--- config.mk ---
export PLATFORM = sky130hd
export DESIGN_NAME = arbitro_sumador8_flat
export DESIGN_NICKNAME = d
export VERILOG_FILES = /design/src/rtl/arbitro_sumador8_if.sv /design/src/rtl/arbitro_sumador8.sv /design/src/flat_wrapper.sv
export SDC_FILE = /design/constraint.sdc
export NUM_CORES = 1
export LEC_CHECK = 0
export BUFFER_PORTS_ARGS = -buffer_cell sky130_fd_sc_hd__buf_2
export CORE_MARGIN = 4
export CORE_UTILIZATION = 35
export CTS_CLUSTER_DIAMETER = 50
export DETAILED_ROUTE_END_ITERATION = 12
export HOLD_SLACK_MARGIN = 0.03
export SYNTH_ARGS = -nofsm -noshare
export SYNTH_HDL_FRONTEND = slang
export SYNTH_SLANG_ARGS = --single-unit
--- constraint.sdc ---
create_clock -name clk -period 1.81 [get_ports clk]
set_input_delay 0.362 -clock clk [delete_from_list [all_inputs] [get_ports clk]]
set_output_delay 0.362 -clock clk [all_outputs]
set_load 0.1 [all_outputs]
--- src/rtl/arbitro_sumador8_if.sv ---
// Request/grant/result bus between the requesting datapaths, the shared
// adder and the arbitro_sumador8 sequencer.
//   master : requester side plus the adder's result outputs
//   slave  : the sequencer
interface arbitro_sumador8_if #(
    parameter int unsigned WIDTH = 8
);
    // requester -> sequencer
    logic             req0;
    logic             req1;
    logic             op0;
    logic             op1;
    logic [WIDTH-1:0] a0;
    logic [WIDTH-1:0] b0;
    logic [WIDTH-1:0] a1;
    logic [WIDTH-1:0] b1;

    // sequencer -> requester
    logic             gnt0;
    logic             gnt1;
    logic             done0;
    logic             done1;
    logic [WIDTH-1:0] res;
    logic             cout;

    // sequencer <-> adder
    logic             add_enb;
    logic [1:0]       add_modo;
    logic [WIDTH-1:0] add_a;
    logic [WIDTH-1:0] add_b;
    logic             add_rci;
    logic [WIDTH-1:0] add_q;
    logic             add_rco;

    modport master (
        output req0, req1, op0, op1, a0, b0, a1, b1,
        input  gnt0, gnt1, done0, done1, res, cout,
        input  add_enb, add_modo, add_a, add_b, add_rci,
        output add_q, add_rco
    );

    modport slave (
        input  req0, req1, op0, op1, a0, b0, a1, b1,
        output gnt0, gnt1, done0, done1, res, cout,
        output add_enb, add_modo, add_a, add_b, add_rci,
        input  add_q, add_rco
    );
endinterface

--- src/rtl/arbitro_sumador8.sv ---
// arbitro_sumador8: round-robin sequencer sharing one sumador8 adder between
// two requesters. One operation takes three cycles: grant/latch (IDLE edge),
// ISSUE (adder computes), CAPT (result captured, DONE raised next cycle).
// Optional feature macro: CLR_IDLE_EN -- when defined, the IDLE cycle right
// after a capture drives ADD_MODO=11 so the adder output reads 0 while idle.
module arbitro_sumador8 #(
    parameter int unsigned WIDTH = 8
) (
    input  logic                clk,
    input  logic                reset_l,
    arbitro_sumador8_if.slave   bus
);

    localparam logic [1:0] MODO_HOLD = 2'b00;
    localparam logic [1:0] MODO_ADD  = 2'b01;
    localparam logic [1:0] MODO_SUB  = 2'b10;
    localparam logic [1:0] MODO_CLR  = 2'b11;

    typedef enum logic [1:0] {
        IDLE  = 2'd0,
        ISSUE = 2'd1,
        CAPT  = 2'd2
    } state_t;

    state_t           state;
    logic             ptr;      // port that wins when both request
    logic             owner;    // port holding the current grant

    logic             req0_m_c;
    logic             req1_m_c;
    logic             any_req_c;
    logic             win_c;
    logic             win_op_c;
    logic [WIDTH-1:0] win_a_c;
    logic [WIDTH-1:0] win_b_c;

    // Carry-in is never used by this sequencer.
    assign bus.add_rci = 1'b0;

    // Winner selection; a port's request is ignored while its DONE is high.
    always_comb begin
        req0_m_c  = bus.req0 & ~bus.done0;
        req1_m_c  = bus.req1 & ~bus.done1;
        any_req_c = req0_m_c | req1_m_c;
        win_c     = (req0_m_c & req1_m_c) ? ptr : req1_m_c;
        win_op_c  = win_c ? bus.op1 : bus.op0;
        win_a_c   = win_c ? bus.a1  : bus.a0;
        win_b_c   = win_c ? bus.b1  : bus.b0;
    end

    // Sequencer state, adder drive and result capture, all registered.
    always_ff @(posedge clk or negedge reset_l) begin
        if (!reset_l) begin
            state        <= IDLE;
            ptr          <= 1'b0;
            owner        <= 1'b0;
            bus.gnt0     <= 1'b0;
            bus.gnt1     <= 1'b0;
            bus.done0    <= 1'b0;
            bus.done1    <= 1'b0;
            bus.res      <= '0;
            bus.cout     <= 1'b0;
            bus.add_enb  <= 1'b0;
            bus.add_modo <= MODO_HOLD;
            bus.add_a    <= '0;
            bus.add_b    <= '0;
        end else begin
            bus.done0   <= 1'b0;
            bus.done1   <= 1'b0;
            bus.add_enb <= 1'b1;
            case (state)
                IDLE: begin
                    bus.add_modo <= MODO_HOLD;
                    if (any_req_c) begin
                        owner        <= win_c;
                        bus.gnt0     <= ~win_c;
                        bus.gnt1     <= win_c;
                        bus.add_a    <= win_a_c;
                        bus.add_b    <= win_b_c;
                        bus.add_modo <= win_op_c ? MODO_SUB : MODO_ADD;
                        state        <= ISSUE;
                    end
                end
                ISSUE: begin
                    bus.add_modo <= MODO_HOLD;
                    state        <= CAPT;
                end
                CAPT: begin
                    bus.res   <= bus.add_q;
                    bus.cout  <= bus.add_rco;
                    bus.done0 <= ~owner;
                    bus.done1 <= owner;
                    bus.gnt0  <= 1'b0;
                    bus.gnt1  <= 1'b0;
                    ptr       <= ~owner;
`ifdef CLR_IDLE_EN
                    bus.add_modo <= MODO_CLR;
`else
                    bus.add_modo <= MODO_HOLD;
`endif
                    state     <= IDLE;
                end
                default: begin
                    bus.add_modo <= MODO_HOLD;
                    state        <= IDLE;
                end
            endcase
        end
    end

endmodule

--- src/flat_wrapper.sv ---
// flat-port wrapper written by rule: the top's interface ports become plain ports
module arbitro_sumador8_flat 
#(
    parameter int unsigned WIDTH = 8
)
  (clk, reset_l, bus_req0, bus_req1, bus_op0, bus_op1, bus_a0, bus_b0, bus_a1, bus_b1, bus_gnt0, bus_gnt1, bus_done0, bus_done1, bus_res, bus_cout, bus_add_enb, bus_add_modo, bus_add_a, bus_add_b, bus_add_rci, bus_add_q, bus_add_rco);
  arbitro_sumador8_if #(.WIDTH(WIDTH)) bus_i ();
  input  logic clk;
  input  logic reset_l;
  input wire logic [$bits(bus_i.req0)-1:0] bus_req0;
  input wire logic [$bits(bus_i.req1)-1:0] bus_req1;
  input wire logic [$bits(bus_i.op0)-1:0] bus_op0;
  input wire logic [$bits(bus_i.op1)-1:0] bus_op1;
  input wire logic [$bits(bus_i.a0)-1:0] bus_a0;
  input wire logic [$bits(bus_i.b0)-1:0] bus_b0;
  input wire logic [$bits(bus_i.a1)-1:0] bus_a1;
  input wire logic [$bits(bus_i.b1)-1:0] bus_b1;
  output wire logic [$bits(bus_i.gnt0)-1:0] bus_gnt0;
  output wire logic [$bits(bus_i.gnt1)-1:0] bus_gnt1;
  output wire logic [$bits(bus_i.done0)-1:0] bus_done0;
  output wire logic [$bits(bus_i.done1)-1:0] bus_done1;
  output wire logic [$bits(bus_i.res)-1:0] bus_res;
  output wire logic [$bits(bus_i.cout)-1:0] bus_cout;
  output wire logic [$bits(bus_i.add_enb)-1:0] bus_add_enb;
  output wire logic [$bits(bus_i.add_modo)-1:0] bus_add_modo;
  output wire logic [$bits(bus_i.add_a)-1:0] bus_add_a;
  output wire logic [$bits(bus_i.add_b)-1:0] bus_add_b;
  output wire logic [$bits(bus_i.add_rci)-1:0] bus_add_rci;
  input wire logic [$bits(bus_i.add_q)-1:0] bus_add_q;
  input wire logic [$bits(bus_i.add_rco)-1:0] bus_add_rco;
  assign bus_i.req0 = bus_req0;
  assign bus_i.req1 = bus_req1;
  assign bus_i.op0 = bus_op0;
  assign bus_i.op1 = bus_op1;
  assign bus_i.a0 = bus_a0;
  assign bus_i.b0 = bus_b0;
  assign bus_i.a1 = bus_a1;
  assign bus_i.b1 = bus_b1;
  assign bus_gnt0 = bus_i.gnt0;
  assign bus_gnt1 = bus_i.gnt1;
  assign bus_done0 = bus_i.done0;
  assign bus_done1 = bus_i.done1;
  assign bus_res = bus_i.res;
  assign bus_cout = bus_i.cout;
  assign bus_add_enb = bus_i.add_enb;
  assign bus_add_modo = bus_i.add_modo;
  assign bus_add_a = bus_i.add_a;
  assign bus_add_b = bus_i.add_b;
  assign bus_add_rci = bus_i.add_rci;
  assign bus_i.add_q = bus_add_q;
  assign bus_i.add_rco = bus_add_rco;
  arbitro_sumador8 #(.WIDTH(WIDTH)) u_core (.clk(clk), .reset_l(reset_l), .bus(bus_i));
endmodule
==> impl_metrics.yaml, run 1 <==
global_route:
  grt_pass1_wl_um: 6110
  grtUsageMet1_pct: 18.3
  grt_use_met3_pct: 4.46
  antenna_found_initial: 0
  track_usage_pct: 14.6
  grt_busiest_layer: "met2"
  grt_start_max_net_pins: 20
  gr-total-overflow: 0
  grt_pass1_vias: 1348
  use_met2_pct: 23.4
logic_synthesis:
  ys_top_cells_by_area: "dfrtp_1 (59%), nand2_1 (12%), a21oi_1 (7.9%), nor2_1 (5.2%), a21oi_2 (4.6%)"
  syn_area_sq_um: 1520
  yosysWarningCount: 0
  synth_top_area_share_pct: 59.2
  synthArstFlopShare_pct: 100
  synth_common_cells: "nand2_1 (47), dfrtp_1 (36), a21oi_1 (24)"
  synthDominantAreaCellType: "dfrtp_1"
  yosysUniqueCellTypes: 20
  synth-main-ff-cell: "dfrtp_1"
  synth-seq-cells: 36
  synth_nets: 210
  ys_seq_area_share_pct: 59.2
  syn-instance-count: 163
  synth_most_common_cell: "nand2_1"
  synth-edff-count: 0
  avgSynthCellArea_sq_um: 9.34
floorplanning:
  start_util_pct: 37.0
  die_area_sq_um: 5470
  die_x_um: 74.0
  io_pins: 80
  die_h_um: 74.0
  rows: 23
  coreArea_sq_um: 4120
clock_network:
  max-clock-path-buffers: 2
  cts.sinks: 36
  clk_latency_ps: 280
  numCtsBuffers: 5
  cts_hold_buf: 0
  cts.clk_slew.worst_paths_ps: 70
  cts-root-buf: "clkbuf_8"
  cts-htree-levels: 2
  cts_resized: 0
  cts_tree: "done"
  cts_setup_buffers: 0
place:
  place.gp.congestion: 0.727
  dp.final_hpwl_um: 2890
  io_buffers: 78
run_status:
  outcome: "finished clean"
sta:
  grt_setup_unrepaired: "false"
  fmax_mhz: 685
  final-hold-violation-count: 0
  max-slew-margin-rel_pct: 51.5
  final.min_clock_period_ps: 1460
  slew_viol_final: 0
  finClkSkew_ps: 4.63
  worstMarginPinSlew_ps: 726
  period_share_pct: 80.6
  finalSetupViolations: 0
  setup_tns_ps: 0
route:
  dr.pass1.iters: 4
  drc: 0
  num_vias: 1387
  drtIter0Drc: 89
  wl_per_cell_um: 12.8
  vias_per_cell: 4.69
  ant_nets: 0
  wirelength_um: 3780
critical_path:
  critical_path_required_ps: 1450
  end_kind: "primary output"
  arrival_ps: 1100
  cp_top_family: "buffers and inverters"
  slowest_delay_ps: 440
  slowest_stage: "buf_2"
  crit_path_cell_trace: "buf_2"
  start_kind: "flop"
  critPathBufInv: 1
  path_class: "reg2out"
  path_max_fanout: 2
worst_hold_path:
  worst_hold_path_type: "in2async"
cells_and_area:
  drive_gt1_share_pct: 42.3
  nets: 293
  syn_to_final_growth_pct: 36.6
  n_antenna_cell: 0
run:
  maxCapViolCount: 0
area by class of cell:
| class | count | area (sq um) |
|---|---|---|
| Fill cell | 414 | 2040 |
| Sequential cell | 36 | 901 |
| Multi-Input combinational cell | 117 | 561 |
| Timing Repair Buffer | 85 | 455 |
| Clock buffer | 7 | 96.3 |
| Tap cell | 50 | 62.6 |
| Inverter | 1 | 3.75 |
layer usage:
layer / vias to the layer above / share of wire (%)
met3: 7 / 11
met5: - / 0
met2: 59 / 47
met1: 636 / 41
li1: 685 / -
met4: 0 / 1.5
state kept, by name, indices dropped and copies added (netlist names):
| name | cells |
|---|---|
| u_core.bus.add_a | 8 |
| u_core.bus.add_b | 8 |
| u_core.bus.res | 8 |
| u_core.bus.add_modo | 2 |
| u_core.state | 2 |
| u_core.bus.add_enb | 1 |
| u_core.bus.cout | 1 |
| u_core.bus.done0 | 1 |
| u_core.bus.done1 | 1 |
| u_core.bus.gnt0 | 1 |
| u_core.bus.gnt1 | 1 |
| u_core.owner | 1 |
| u_core.ptr | 1 |
cells in the final DEF, fill, tap and decap left out, types with 2 or more instances in the layout:
master,Yosys,layout
a21oi_1,24,24
a21oi_2,8,8
and2_1,2,2
buf_2,4,78
buf_4,1,6
clkbuf_8,0,7
conb_1,2,2
dfrtp_1,36,36
nand2_1,47,47
nand2b_1,2,2
nand3_1,2,2
nor2_1,21,21
nor2b_1,3,3
o21ai_2,2,2
through the flow:
step | instances | utilization (%) | instance area, sq um | setup WS [ps] | hold slack [ps]
2_1_floorplan | 163 | - | 1520 | 13.1 | 66.4
3_3_place_gp | 289 | 48.2 | 1980 | 399 | 344
3_5_place_dp | 289 | 48.2 | 1980 | 368 | 340
4_1_cts | 296 | 50.5 | 2080 | 331 | 34.1
5_1_grt | 296 | 50.5 | 2080 | 247 | 51.7
6_report | 296 | 50.5 | 2080 | 350 | 24.4
kinds of logic after synthesis:
family                 after synthesis  synth area share [%]
other                                2                 0.493
flip-flops                          36                  59.2
AND/OR/NAND/NOR                     78                  21.2
AO/OA/AOI/OAI                       36                  14.5
multiplexers                         1                 0.657
buffers and inverters               10                  4.03
path summary, 6_finish.rpt:
path                             startpoint  slack, ps  cells past startpoint                  end
max                        u_core.bus.done1        350                      1            bus_done1
min                                 reset_l         20                      1  u_core.bus.add_b[0]
max reg2reg                 u_core.state[1]        400                      3           u_core.ptr
min reg2reg                    u_core.owner        460                      1     u_core.bus.done0
max in group asynchronous           reset_l       1340                      2           u_core.ptr
min in group clk               bus_add_q[0]        270                      3    u_core.bus.res[0]
Power of run 1 is not shown: default switching activity piles up to over one toggle a cycle in this logic, so the estimate is an artifact.
==> run 2, diff against run 1 <==
==> constraint.sdc (replaced) <==
create_clock -name clk -period 1.5 [get_ports clk]
set_input_delay 0.3 -clock clk [delete_from_list [all_inputs] [get_ports clk]]
set_output_delay 0.3 -clock clk [all_outputs]
set_load 0.1 [all_outputs]
==> run 2 against run 1 <==
Compared with the run above: global-route usage grew 0.72 points; die area is the same; design area grew 2.2%; critical path type is now reg2reg; critical path depth grew 4; register-to-register slack lost 320 ps; routed wire length grew 0.21%; final cell count grew 1.4%; via count shrank 1.1%; non-clock buffer count grew 4.
==> impl_metrics.yaml, run 2 (synthesis results as in run 1) <==
sta:
  timing.final.ws_setup_ps: 84.1
  grt_setup_unrepaired: "false"
  fmax_mhz: 706
  final-hold-violation-count: 0
  period_share_pct: 94.4
  final.min_clock_period_ps: 1420
  finalSetupViolations: 0
  finClkSkew_ps: 7.63
  slew_viol_final: 0
clock_network:
  cts_setup_buffers: 0
  clk_latency_ps: 280
  max-clock-path-buffers: 2
  cts-htree-levels: 2
  numCtsBuffers: 5
  cts-root-buf: "clkbuf_8"
  cts.clk_slew.worst_paths_ps: 70
  cts.sinks: 36
  cts_tree: "done"
floorplanning:
  rows: 23
  die_h_um: 74.0
  io_pins: 80
  start_util_pct: 37.0
  coreArea_sq_um: 4120
  die_x_um: 74.0
  die_area_sq_um: 5470
global_route:
  grt_pass1_vias: 1441
  grt_start_max_net_pins: 22
  gr-total-overflow: 0
  grt_pass1_wl_um: 6330
  track_usage_pct: 15.3
  antenna_found_initial: 0
cells_and_area:
  n_antenna_cell: 0
  fin_area_sq_um: 2130
  final_cell_mix: "buf_2 (77), nand2_1 (47), dfrtp_1 (34)"
  layout_commonest_cell: "buf_2"
  nets: 297
  reg_top3: "u_core.bus.add_a x8, u_core.bus.add_b x8, u_core.bus.res x8"
  fill_cells: 396
  fin_cells: 300
  drive_gt1_share_pct: 44.0
  syn_to_final_growth_pct: 39.6
run_status:
  outcome: "finished clean"
worst_hold_path:
  worst_hold_path_type: "in2reg"
route:
  vias_per_cell: 4.57
  drtIter0Drc: 80
  wl_per_cell_um: 12.6
  num_vias: 1372
  dr.pass1.iters: 4
  wirelength_um: 3790
  ant_nets: 0
  drc: 0
place:
  pre_cts_ws_ps: 62.8
  dp.final_hpwl_um: 2960
  dp_cells: 292
  placed_area_sq_um: 2030
  io_buffers: 78
  place.gp.congestion: 0.813
run:
  maxCapViolCount: 0
critical_path:
  path_class: "reg2reg"
  end_kind: "flop"
  critical_path_required_ps: 1670
  path_max_fanout: 9
  start_kind: "flop"
  arrival_ps: 1580
-- run 2: cell count changes in the layout (fill, tap and decap cells not counted), moves of 2 or more --
| cell | before | now |
|---|---|---|
| clkbuf_1 | 0 | 2 |
| buf_4 | 6 | 9 |
| dfrtp_1 | 36 | 34 |
| clkbuf_8 | 7 | 5 |
-- run 2: what timing repair did --
item / 4_1_cts / 5_1_grt
hold endpoints to repair: 15 / 0
hold buffers: 1 / 0
resized for setup: 0 / 4
endpoints found under the setup margin: 0 / 17
-- run 2: layout make-up --
cell class | instances | area [sq um] | area share (%)
Clock buffer | 7 | 76.3 | 3.59
Inverter | 1 | 6.26 | 0.294
Multi-Input combinational cell | 117 | 572 | 26.9
Sequential cell | 36 | 906 | 42.6
Tap cell | 50 | 62.6 | 2.94
Timing Repair Buffer | 89 | 503 | 23.7
-- run 2: worst max-delay path, stage by stage, from the launching register on --
cell and delay [ps]:
dfrtp_4 470, nand2b_4 150, o21a_2 260, buf_4 180
a21oi_1 150, a21oi_1 90
-- run 2: per-layer routing --
layer	GRT usage, %	up-vias	share of wire, %
li1	-	693	-
met1	19.5	622	43
met2	23.5	47	47
met3	5.14	10	7.4
met4	6.84	0	2.6
met5	0	-	0
-- run 2: final timing paths --
check / to / start / slack (ps) / cells after the start
worst max-delay path: u_core.bus.add_a[1] / u_core.bus.done0 / 80 / 5
worst min-delay path: u_core.bus.res[7] / bus_add_q[7] / 210 / 3
worst max register to register: u_core.bus.add_a[1] / u_core.bus.done0 / 80 / 5
worst min register to register: u_core.bus.done0 / u_core.owner / 460 / 1
max in group asynchronous: u_core.bus.done1 / reset_l / 580 / 3
min in group asynchronous: u_core.bus.add_a[6] / reset_l / 470 / 2
-- run 2: per-stage QoR --
stage / utilization (%) / hold WS [ps] / TNS (ps)
2_1_floorplan: - / 4.41 / -225
3_3_place_gp: 49.4 / 248 / 0
3_5_place_dp: 49.4 / 248 / 0
4_1_cts: 51.5 / 199 / 0
5_1_grt: 51.7 / 209 / 0
6_report: 51.7 / 209 / 0
Power of run 2 is left out for the same reason.
